==> config.mk <==
export PLATFORM = sky130hd
export DESIGN_NAME = neuron_dot_engine
export DESIGN_NICKNAME = d
export VERILOG_FILES = /design/src/rtl/neuron_pkg.sv /design/src/rtl/neuron_mac.sv /design/src/rtl/neuron_dot_engine.sv
export SDC_FILE = /design/constraint.sdc
export NUM_CORES = 1
export LEC_CHECK = 0
export ABC_CLOCK_PERIOD_IN_PS = 25500
export BUFFER_PORTS_ARGS = -buffer_cell sky130_fd_sc_hd__buf_2
export CAP_MARGIN = 20
export CORE_UTILIZATION = 65
export DETAILED_ROUTE_END_ITERATION = 16
export PLACE_DENSITY_LB_ADDON = 0.08
export SLEW_MARGIN = 20
export SYNTH_ARGS = -nofsm -noshare
export SYNTH_HDL_FRONTEND = slang
export SYNTH_SLANG_ARGS = --single-unit
==> constraint.sdc <==
create_clock -name clk_clk -period 25.5 [get_ports clk_clk]
set_input_delay 2.55 -clock clk_clk [delete_from_list [all_inputs] [get_ports clk_clk]]
set_output_delay 2.55 -clock clk_clk [all_outputs]
set_load 0.02 [all_outputs]
==> src/rtl/neuron_pkg.sv <==
// Shared types and helpers for the neuron dot-product engine: FSM state encoding,
// default operand/accumulator widths and the signed 32-bit saturation function.
package neuron_pkg;

    localparam int DATA_W_DEFAULT = 16;
    localparam int ACC_W_DEFAULT  = 40;

    typedef enum logic [2:0] {
        IDLE,
        FETCH,
        MAC,
        WRITE,
        DONE
    } neuronState_e;

    localparam logic signed [63:0] SAT_MAX = 64'sd2147483647;
    localparam logic signed [63:0] SAT_MIN = -64'sd2147483648;

    // Callers sign-extend their accumulator to 64 bits before saturating.
    function automatic logic [31:0] sat32(input logic signed [63:0] value);
        if (value > SAT_MAX) begin
            return 32'h7FFF_FFFF;
        end else if (value < SAT_MIN) begin
            return 32'h8000_0000;
        end else begin
            return value[31:0];
        end
    endfunction

endpackage

==> src/rtl/neuron_mac.sv <==
// Signed multiply-accumulate datapath. The next-state accumulator is exported so the
// controller can register the result in the same cycle the final product lands.
module neuron_mac
    import neuron_pkg::*;
#(
    parameter int DATA_W = DATA_W_DEFAULT,
    parameter int ACC_W  = ACC_W_DEFAULT
) (
    input  logic                     clk_i,
    input  logic                     rst_ni,
    input  logic                     clear_i,
    input  logic                     enable_i,
    input  logic signed [DATA_W-1:0] a_i,
    input  logic signed [DATA_W-1:0] b_i,
    output logic signed [ACC_W-1:0]  accNext_o
);

    logic signed [2*DATA_W-1:0] product;
    logic signed [ACC_W-1:0]    acc_q;
    logic signed [ACC_W-1:0]    acc_d;

    assign product = $signed({{DATA_W{a_i[DATA_W-1]}}, a_i}) *
                     $signed({{DATA_W{b_i[DATA_W-1]}}, b_i});

    // The accumulator wraps modulo 2^ACC_W; ACC_W leaves ample headroom over 255 products.
    always_comb begin
        acc_d = acc_q;
        if (clear_i) begin
            acc_d = '0;
        end else if (enable_i) begin
            acc_d = acc_q + {{(ACC_W-2*DATA_W){product[2*DATA_W-1]}}, product};
        end
    end

    always_ff @(posedge clk_i or negedge rst_ni) begin
        if (!rst_ni) begin
            acc_q <= '0;
        end else begin
            acc_q <= acc_d;
        end
    end

    assign accNext_o = acc_d;

endmodule

==> src/rtl/neuron_dot_engine.sv <==
// Avalon-MM master computing a saturated signed dot product of image and weight words.
// Optional macro NEURON_RELU_EN clamps negative results to zero before saturation.
module neuron_dot_engine
    import neuron_pkg::*;
#(
    parameter int          DATA_W      = DATA_W_DEFAULT,
    parameter int          ACC_W       = ACC_W_DEFAULT,
    parameter logic [29:0] WEIGHT_BASE = 30'h0
) (
    input  logic        clk_clk,
    input  logic        reset_reset_n,
    input  logic        ctl_start,
    input  logic        ctl_clear,
    input  logic [7:0]  ctl_kernel_size,
    input  logic [31:0] ctl_base_addr,
    output logic        ctl_done,
    output logic        img_read,
    output logic        img_write,
    output logic [29:0] img_address,
    output logic [31:0] img_writedata,
    input  logic [31:0] img_readdata,
    input  logic        img_waitrequest,
    output logic        weight_read,
    output logic        weight_write,
    output logic [29:0] weight_address,
    output logic [31:0] weight_writedata,
    input  logic [31:0] weight_readdata,
    input  logic        weight_waitrequest
);

    neuronState_e             state_q;
    logic [29:0]              baseWord_q;
    logic [29:0]              imgAddress_q;
    logic [29:0]              weightAddress_q;
    logic [7:0]               kernelN_q;
    logic [7:0]               index_q;
    logic                     imgRead_q;
    logic                     imgWrite_q;
    logic                     weightRead_q;
    logic                     imgGot_q;
    logic                     weightGot_q;
    logic                     done_q;
    logic                     startPrev_q;
    logic                     abort_q;
    logic [31:0]              writeData_q;
    logic signed [DATA_W-1:0] imgData_q;
    logic signed [DATA_W-1:0] weightData_q;

    logic signed [ACC_W-1:0]  accNext;
    logic signed [63:0]       accWide;
    logic [31:0]              resultWord;
    logic [7:0]               nextIndex;
    logic                     launch;
    logic                     imgAccept;
    logic                     weightAccept;
    logic                     writeAccept;
    logic                     fetchDone;
    logic                     unusedBits;

    assign launch       = ctl_start && !startPrev_q && !ctl_clear;
    assign imgAccept    = imgRead_q && !img_waitrequest;
    assign weightAccept = weightRead_q && !weight_waitrequest;
    assign writeAccept  = imgWrite_q && !img_waitrequest;
    assign fetchDone    = (imgGot_q || imgAccept) && (weightGot_q || weightAccept);
    assign nextIndex    = index_q + 8'd1;

    neuron_mac #(
        .DATA_W (DATA_W),
        .ACC_W  (ACC_W)
    ) u_mac (
        .clk_i     (clk_clk),
        .rst_ni    (reset_reset_n),
        .clear_i   ((state_q == IDLE) && launch),
        .enable_i  ((state_q == MAC) && !ctl_clear),
        .a_i       (imgData_q),
        .b_i       (weightData_q),
        .accNext_o (accNext)
    );

    assign accWide = {{(64-ACC_W){accNext[ACC_W-1]}}, accNext};

    always_comb begin
`ifdef NEURON_RELU_EN
        resultWord = accWide[63] ? 32'h0 : sat32(accWide);
`else
        resultWord = sat32(accWide);
`endif
    end

    // A clear seen in FETCH/WRITE is remembered in abort_q so open transfers finish first.
    always_ff @(posedge clk_clk or negedge reset_reset_n) begin
        if (!reset_reset_n) begin
            state_q         <= IDLE;
            baseWord_q      <= '0;
            imgAddress_q    <= '0;
            weightAddress_q <= '0;
            kernelN_q       <= '0;
            index_q         <= '0;
            imgRead_q       <= 1'b0;
            imgWrite_q      <= 1'b0;
            weightRead_q    <= 1'b0;
            imgGot_q        <= 1'b0;
            weightGot_q     <= 1'b0;
            done_q          <= 1'b0;
            startPrev_q     <= 1'b0;
            abort_q         <= 1'b0;
            writeData_q     <= '0;
            imgData_q       <= '0;
            weightData_q    <= '0;
        end else begin
            startPrev_q <= ctl_start;
            case (state_q)
                IDLE: begin
                    if (launch) begin
                        baseWord_q   <= ctl_base_addr[31:2];
                        kernelN_q    <= ctl_kernel_size;
                        index_q      <= '0;
                        abort_q      <= 1'b0;
                        imgAddress_q <= ctl_base_addr[31:2];
                        if (ctl_kernel_size == 8'd0) begin
                            state_q     <= WRITE;
                            imgWrite_q  <= 1'b1;
                            writeData_q <= '0;
                        end else begin
                            state_q         <= FETCH;
                            imgRead_q       <= 1'b1;
                            weightRead_q    <= 1'b1;
                            weightAddress_q <= WEIGHT_BASE;
                            imgGot_q        <= 1'b0;
                            weightGot_q     <= 1'b0;
                        end
                    end
                end
                FETCH: begin
                    if (ctl_clear) begin
                        abort_q <= 1'b1;
                    end
                    if (imgAccept) begin
                        imgRead_q <= 1'b0;
                        imgGot_q  <= 1'b1;
                        imgData_q <= img_readdata[DATA_W-1:0];
                    end
                    if (weightAccept) begin
                        weightRead_q <= 1'b0;
                        weightGot_q  <= 1'b1;
                        weightData_q <= weight_readdata[DATA_W-1:0];
                    end
                    if (fetchDone) begin
                        state_q <= (abort_q || ctl_clear) ? IDLE : MAC;
                    end
                end
                MAC: begin
                    if (ctl_clear) begin
                        state_q <= IDLE;
                    end else begin
                        index_q <= nextIndex;
                        if (nextIndex == kernelN_q) begin
                            state_q      <= WRITE;
                            imgWrite_q   <= 1'b1;
                            imgAddress_q <= baseWord_q + 30'(kernelN_q);
                            writeData_q  <= resultWord;
                        end else begin
                            state_q         <= FETCH;
                            imgRead_q       <= 1'b1;
                            weightRead_q    <= 1'b1;
                            imgAddress_q    <= baseWord_q + 30'(nextIndex);
                            weightAddress_q <= WEIGHT_BASE + 30'(nextIndex);
                            imgGot_q        <= 1'b0;
                            weightGot_q     <= 1'b0;
                        end
                    end
                end
                WRITE: begin
                    if (ctl_clear) begin
                        abort_q <= 1'b1;
                    end
                    if (writeAccept) begin
                        imgWrite_q <= 1'b0;
                        if (abort_q || ctl_clear) begin
                            state_q <= IDLE;
                        end else begin
                            state_q <= DONE;
                            done_q  <= 1'b1;
                        end
                    end
                end
                DONE: begin
                    if (ctl_clear) begin
                        state_q <= IDLE;
                        done_q  <= 1'b0;
                    end
                end
                default: state_q <= IDLE;
            endcase
        end
    end

    assign ctl_done         = done_q;
    assign img_read         = imgRead_q;
    assign img_write        = imgWrite_q;
    assign img_address      = imgAddress_q;
    assign img_writedata    = writeData_q;
    assign weight_read      = weightRead_q;
    assign weight_write     = 1'b0;
    assign weight_address   = weightAddress_q;
    assign weight_writedata = '0;

    assign unusedBits = ^{img_readdata[31:DATA_W], weight_readdata[31:DATA_W], ctl_base_addr[1:0]};

endmodule
# Yosys cells after proc, flatten, opt, wreduce, memory -nomap -nowiden
# Cells that the tools add are included.
[word_totals] register_bits=221 input_bits=110 output_inout_bits=129 elab_cells=138
[classes] add_sub_neg=4 multipliers=1 magnitude_cmp=2 eq_ne=18 n_mux=60 reduce_logical=35
[ops] cell="30-bit 2-to-1 mux" count=7
[ops] cell="32-bit 2-to-1 mux" count=6
[ops] cell="30-bit one-hot mux with 2 select lines" count=2
[ops] cell="40-bit 2-to-1 mux" count=2
[ops] cell="32-bit one-hot mux with 2 select lines" count=1
[ops] cell="30-bit by 8-bit adder with 30-bit output" count=2
[ops] cell="40-bit adder" count=1
[ops] cell="40-bit by 32-bit greater-than comparator with 1-bit output (second input constant)" count=1
[ops] cell="40-bit by 32-bit less-than comparator with 1-bit output (second input constant)" count=1
[ops] cell="16-bit by 16-bit multiplier with 32-bit output" count=1
[ops] cell="1-bit 2-to-1 mux" count=22
[ops] cell="2-bit != test (second input constant)" count=10
[ops] cell="6-bit AND reduction" count=3
[ops] cell="8-bit 2-to-1 mux" count=2
[ops] cell="8-bit one-hot mux with 2 select lines" count=1
[ops] cell="3-bit 2-to-1 mux" count=5
[ops] cell="1-bit one-hot mux with 3 select lines" count=5
[ops] cell="3-bit one-hot mux with 5 select lines" count=1
[ops] cell="5-bit AND reduction" count=2
[ops] cell="8-bit by 1-bit adder with 8-bit output (second input constant)" count=1
[ops] cell="8-bit equality test" count=1
[ops] cell="1-bit logical AND" count=8
[ops] cell="8-bit zero test" count=1
[ops] cell="2-bit 2-to-1 mux" count=4
[ops] cell="other kinds (14)" count=30

# Longest topological paths before layout
[depth] depth_word=11 ltp_mapped=39 ltp_nobuf=37

# By module
# Synthesis repeated with hierarchy kept, for this count alone.
[hier_totals] hier_cells=2339 area_unflattened_um2=21461.8
[by_module_without_submodules] module="neuron_mac" instances=1 cells_each=1517 area_each_um2=13479.2 seq_area_each_um2=1001.0
[by_module_without_submodules] module="neuron_dot_engine" instances=1 cells_each=822 area_each_um2=7982.7 seq_area_each_um2=3978.8

# Least setup slack after synthesis
# Ideal clock, no wire load.
[synth_path] kind="flip-flop to flip-flop" startpoint="reg imgData_q[15]" endpoint="reg writeData_q[24], in the netlist img_writedata[24]" setup_time_ns=0.128 arrival_ns=8.625 t_required_ns=25.372 setup_slack_ns=16.747 stages_incl_launch_ff=33 n_path_buf=3 synth_period_minus_slack_ns=8.753 cell_sequence="dfrtp_1 clkbuf_1 nand2_1 inv_1 fa_1 fa_1 fa_1 fa_1 fa_1 inv_1 fa_1 inv_1 ha_1 a21o_1 a21o_1 a21oi_1 o2111ai_1 or3_4 nand2_1 ha_1 clkbuf_2 o21ai_1 nor2_1 a2111oi_0 nor2_1 a21oi_1 o21ai_2 a311oi_1 mux2i_1 nand3_1 o41ai_4 buf_6 o22ai_2"
[synth_between] elab_chain_len=10 word_cells_on_any_way=11 classes_between="add/sub (1); mul (1); order compare (2); mux (7)"
[synth_rtl] element="start, declared" line_no="neuron_dot_engine.sv:46" text="logic signed [DATA_W-1:0] imgData_q;"
[synth_rtl] element="start signal, assigned" line_no="neuron_dot_engine.sv:141" text="imgData_q <= img_readdata[DATA_W-1:0];"
[synth_rtl] element="16-bit by 16-bit multiplier with 32-bit output *" line_no="neuron_mac.sv:22" text="assign product = $signed({{DATA_W{a_i[DATA_W-1]}}, a_i}) *"
[synth_rtl] element="40-bit adder *" line_no="neuron_mac.sv:31" text="acc_d = acc_q + {{(ACC_W-2*DATA_W){product[2*DATA_W-1]}}, product};"
[synth_rtl] element="40-bit 2-to-1 mux *" line_no="neuron_mac.sv:30" text="end else if (enable_i) begin"
[synth_rtl] element="40-bit 2-to-1 mux *" line_no="neuron_mac.sv:28" text="if (clear_i) begin"
[synth_rtl] element="named net accNext[36]" line_no="neuron_dot_engine.sv:49" text="logic signed [ACC_W-1:0] accNext;"
[synth_rtl] element="40-bit by 32-bit less-than comparator with 1-bit output" line_no="neuron_pkg.sv:23" text="end else if (value < SAT_MIN) begin"
[synth_rtl] element="32-bit 2-to-1 mux" line_no="neuron_pkg.sv:23"
[synth_rtl] element="32-bit 2-to-1 mux *" line_no="neuron_pkg.sv:21" text="if (value > SAT_MAX) begin"
[synth_rtl] element="32-bit 2-to-1 mux *" line_no="neuron_dot_engine.sv:157" text="if (nextIndex == kernelN_q) begin"
[synth_rtl] element="32-bit 2-to-1 mux *" line_no="neuron_dot_engine.sv:153" text="if (ctl_clear) begin"
[synth_rtl] element="32-bit one-hot mux with 2 select lines *" line_no="neuron_dot_engine.sv:112" text="case (state_q)"
[synth_rtl] element="end signal, assigned" line_no="neuron_dot_engine.sv:161" text="writeData_q <= resultWord;"
[synth_rtl] element="end, declared" line_no="neuron_dot_engine.sv:45" text="logic [31:0] writeData_q;"
# The timed path passes the listed nets; every way through them passes the cells marked *. The select of a mux whose other input is x is not followed.
# A chain may end at the register's enable or synchronous reset.

# Final worst setup path
[layout_path] startpoint="reg imgData_q[15]" endpoint="reg writeData_q[23], in the netlist img_writedata[23]"
# Same word-level chain as after synthesis.

==> out/results.ini <==
[clock_network]
cts_buffers=17
h-tree-depth=4
clk_pin_slew_worst_paths_ps=90
worstSkewPairLatency_ps=470
ctsResizeCount=0
post_cts_buffers=0
cts_root_buf=clkbuf_16
hold_buffers=0
clock-sinks=199
ctsLongestPathBuffers=2
cts_tree=done

[worst_hold_path]
hold_class=register to register

[timing]
final.setup.tns_ps=0
setup_violations=0
grt_setup_unrepaired=false
max_freq_mhz=97.8
finClkSkew_ps=16.8
drv_slew=0
worst-slew-pin-transition_ps=1040
hold_violations=0
fin_crit_ps=10230
period_share_pct=40.1
slew-limit-headroom_pct=30.2

[routing]
drc=0
dr.first_iter.drc_count=1084
via_count=17000
drtPass1Iterations=5
highest_layer=met5
wl_met3_um=3660
antenna_left=0
vias_per_cell=5.68
wire_per_inst_um=17.8
wl_met2_um=25200
wirelength_um=53400
met1_length_um=23500

[yosys]
postSynthAreaPerCell_um2=8.96
ys_seq_area_share_pct=22.6
async_flop_share_pct=100
synthFlopType=dfrtp_1
netlist_top_cells_area=fa_1, dfrtp_1, nand2_1
synth_edf_count=0
synth_commonest_cells=nand2_1, inv_1, fa_1
yosysMostFrequentCell=nand2_1
ys_warn_count=0
synth_area_um2=22000
ys_ff_latch=199
syn_inst=2459
synth_top_cell_by_area=fa_1
ys_types=86
synth_top_area_share_pct=24.0

[worst_setup_path]
cp_common_cell=fa_1
cp.required_ps=25830
timing.critical_path.slowest_stage_cell=fa_1
crit_arrival_ps=10550
max_stage_delay_ps=890
path_class=register to register
critPathLaunchType=register
crit_fanout=31
endpoint_kind=register

[flow_run]
drv_cap=0

[outcome]
outcome=complete, no violations

[global_routing]
grt_max_degree=81
grt_overflow=0
antenna_found_initial=1
grt_pass1_vias=17100
grt_usage_pct=32.8
grt_pass1_wl_um=88100

[die]
die_width_um=186
core_um2=33400
io_pins=239
fp-row-count=67
die_y_um=186
start_util_pct=65.9
fp.dieArea_um2=34600

[cells_and_area]
multi_input_area_um2=15200
register_area_um2=4980
nFillCells=2646
area_delta_synth_final_pct=6.46
insertedDiodeCount=0
final_nets=3038
drive_above_1_share_pct=12.0

[place]
gp_congestion=0.903
port-buffer-count=149
hpwl_um=40400

## final timing paths
kind / start / end / slack (ps) / depth (start not counted)
min in group asynchronous: reset_reset_n / weightData_q[15]$_DFFE_PN0P_ / 2130 / 1
max in group asynchronous: reset_reset_n / u_mac.acc_q[25]$_DFF_PN0_ / 21950 / 2
setup reg to reg: imgData_q[15]$_DFFE_PN0P_ / img_writedata[23]$_DFFE_PN0P_ / 15270 / 32
hold / removal: weight_address[7]$_DFFE_PN0P_ / weight_address[7]$_DFFE_PN0P_ / 480 / 2
hold reg to reg: weight_address[7]$_DFFE_PN0P_ / weight_address[7]$_DFFE_PN0P_ / 480 / 2
setup / recovery: imgData_q[15]$_DFFE_PN0P_ / img_writedata[23]$_DFFE_PN0P_ / 15270 / 32
## through the flow
stage	hold WS (ps)	cell area (µm²)	cells	util, %	worst slack, ps
finish	482	23500	2991	70.1	15270
global route	506	23500	2991	70.1	14700
floorplan	447	22200	2513	-	16750
detailed placement	464	22800	2959	68.3	15330
CTS	483	23500	2991	70.1	15280
global placement	461	22800	2959	68.3	15500
## metal layers
metal / GRT usage, % / up-vias
li1: - / 7932
met1: 45.7 / 8455
met2: 52.4 / 534
met3: 6.62 / 68
met4: 8.98 / 2
met5: 0 / -
## sequential cells by signal, summed over array words and instances (netlist names)
name / flops
weight_read: 1
kernelN_q: 8
state_q: 3
img_write: 1
weightData_q: 16
imgData_q: 16
startPrev_q: 1
img_writedata: 32
u_mac.acc_q: 40
weightGot_q: 1
ctl_done: 1
img_address: 30
abort_q: 1
img_read: 1
baseWord_q: 30
weight_address: 8
imgGot_q: 1
index_q: 8
## layout make-up
type | instances | share of cell area (%)
clock buffer | 17 | 1.81
inverter | 326 | 5.22
multi-input combinational | 1822 | 64.8
timing repair buffer | 164 | 3.70
clock inverter | 15 | 0.864
sequential | 199 | 21.2
tap | 448 | 2.39
## worst max-delay path, delay by kind of cell, from the launching register on
kind            cells  cell delay [ps]
fa+ha+maj           8             4150
compound gates     13             3080
simple gates        5              810
flops               1              780
buf+inv             4              750
xor+xnor            1              240
mux                 1              220
## cell usage in the layout, fill, tap and decap left out, types with 31 or more instances in the layout
cell type / count
a21oi_1: 115
and2_1: 133
buf_2: 148
conb_1: 55
dfrtp_1: 199
fa_1: 264
ha_1: 134
inv_1: 326
mux2_2: 33
nand2_1: 453
nor2_1: 71
o21ai_0: 104
o22ai_2: 31
xnor2_1: 73
xor2_1: 32
## cells by family after synthesis
family	after synthesis	share of synthesized area, %
AOI/OAI and AO/OA	405	12.5
and+or+nand+nor	811	17.2
other	1	0.0170
xor gates and xnor gates	105	4.17
DFF	199	22.6
muxes	48	2.39
adders and majority gates	398	31.6
buffers and inverters	492	9.57
Power is not shown: default switching activity piles up to over one toggle a cycle in this logic, so the estimate is an artifact.
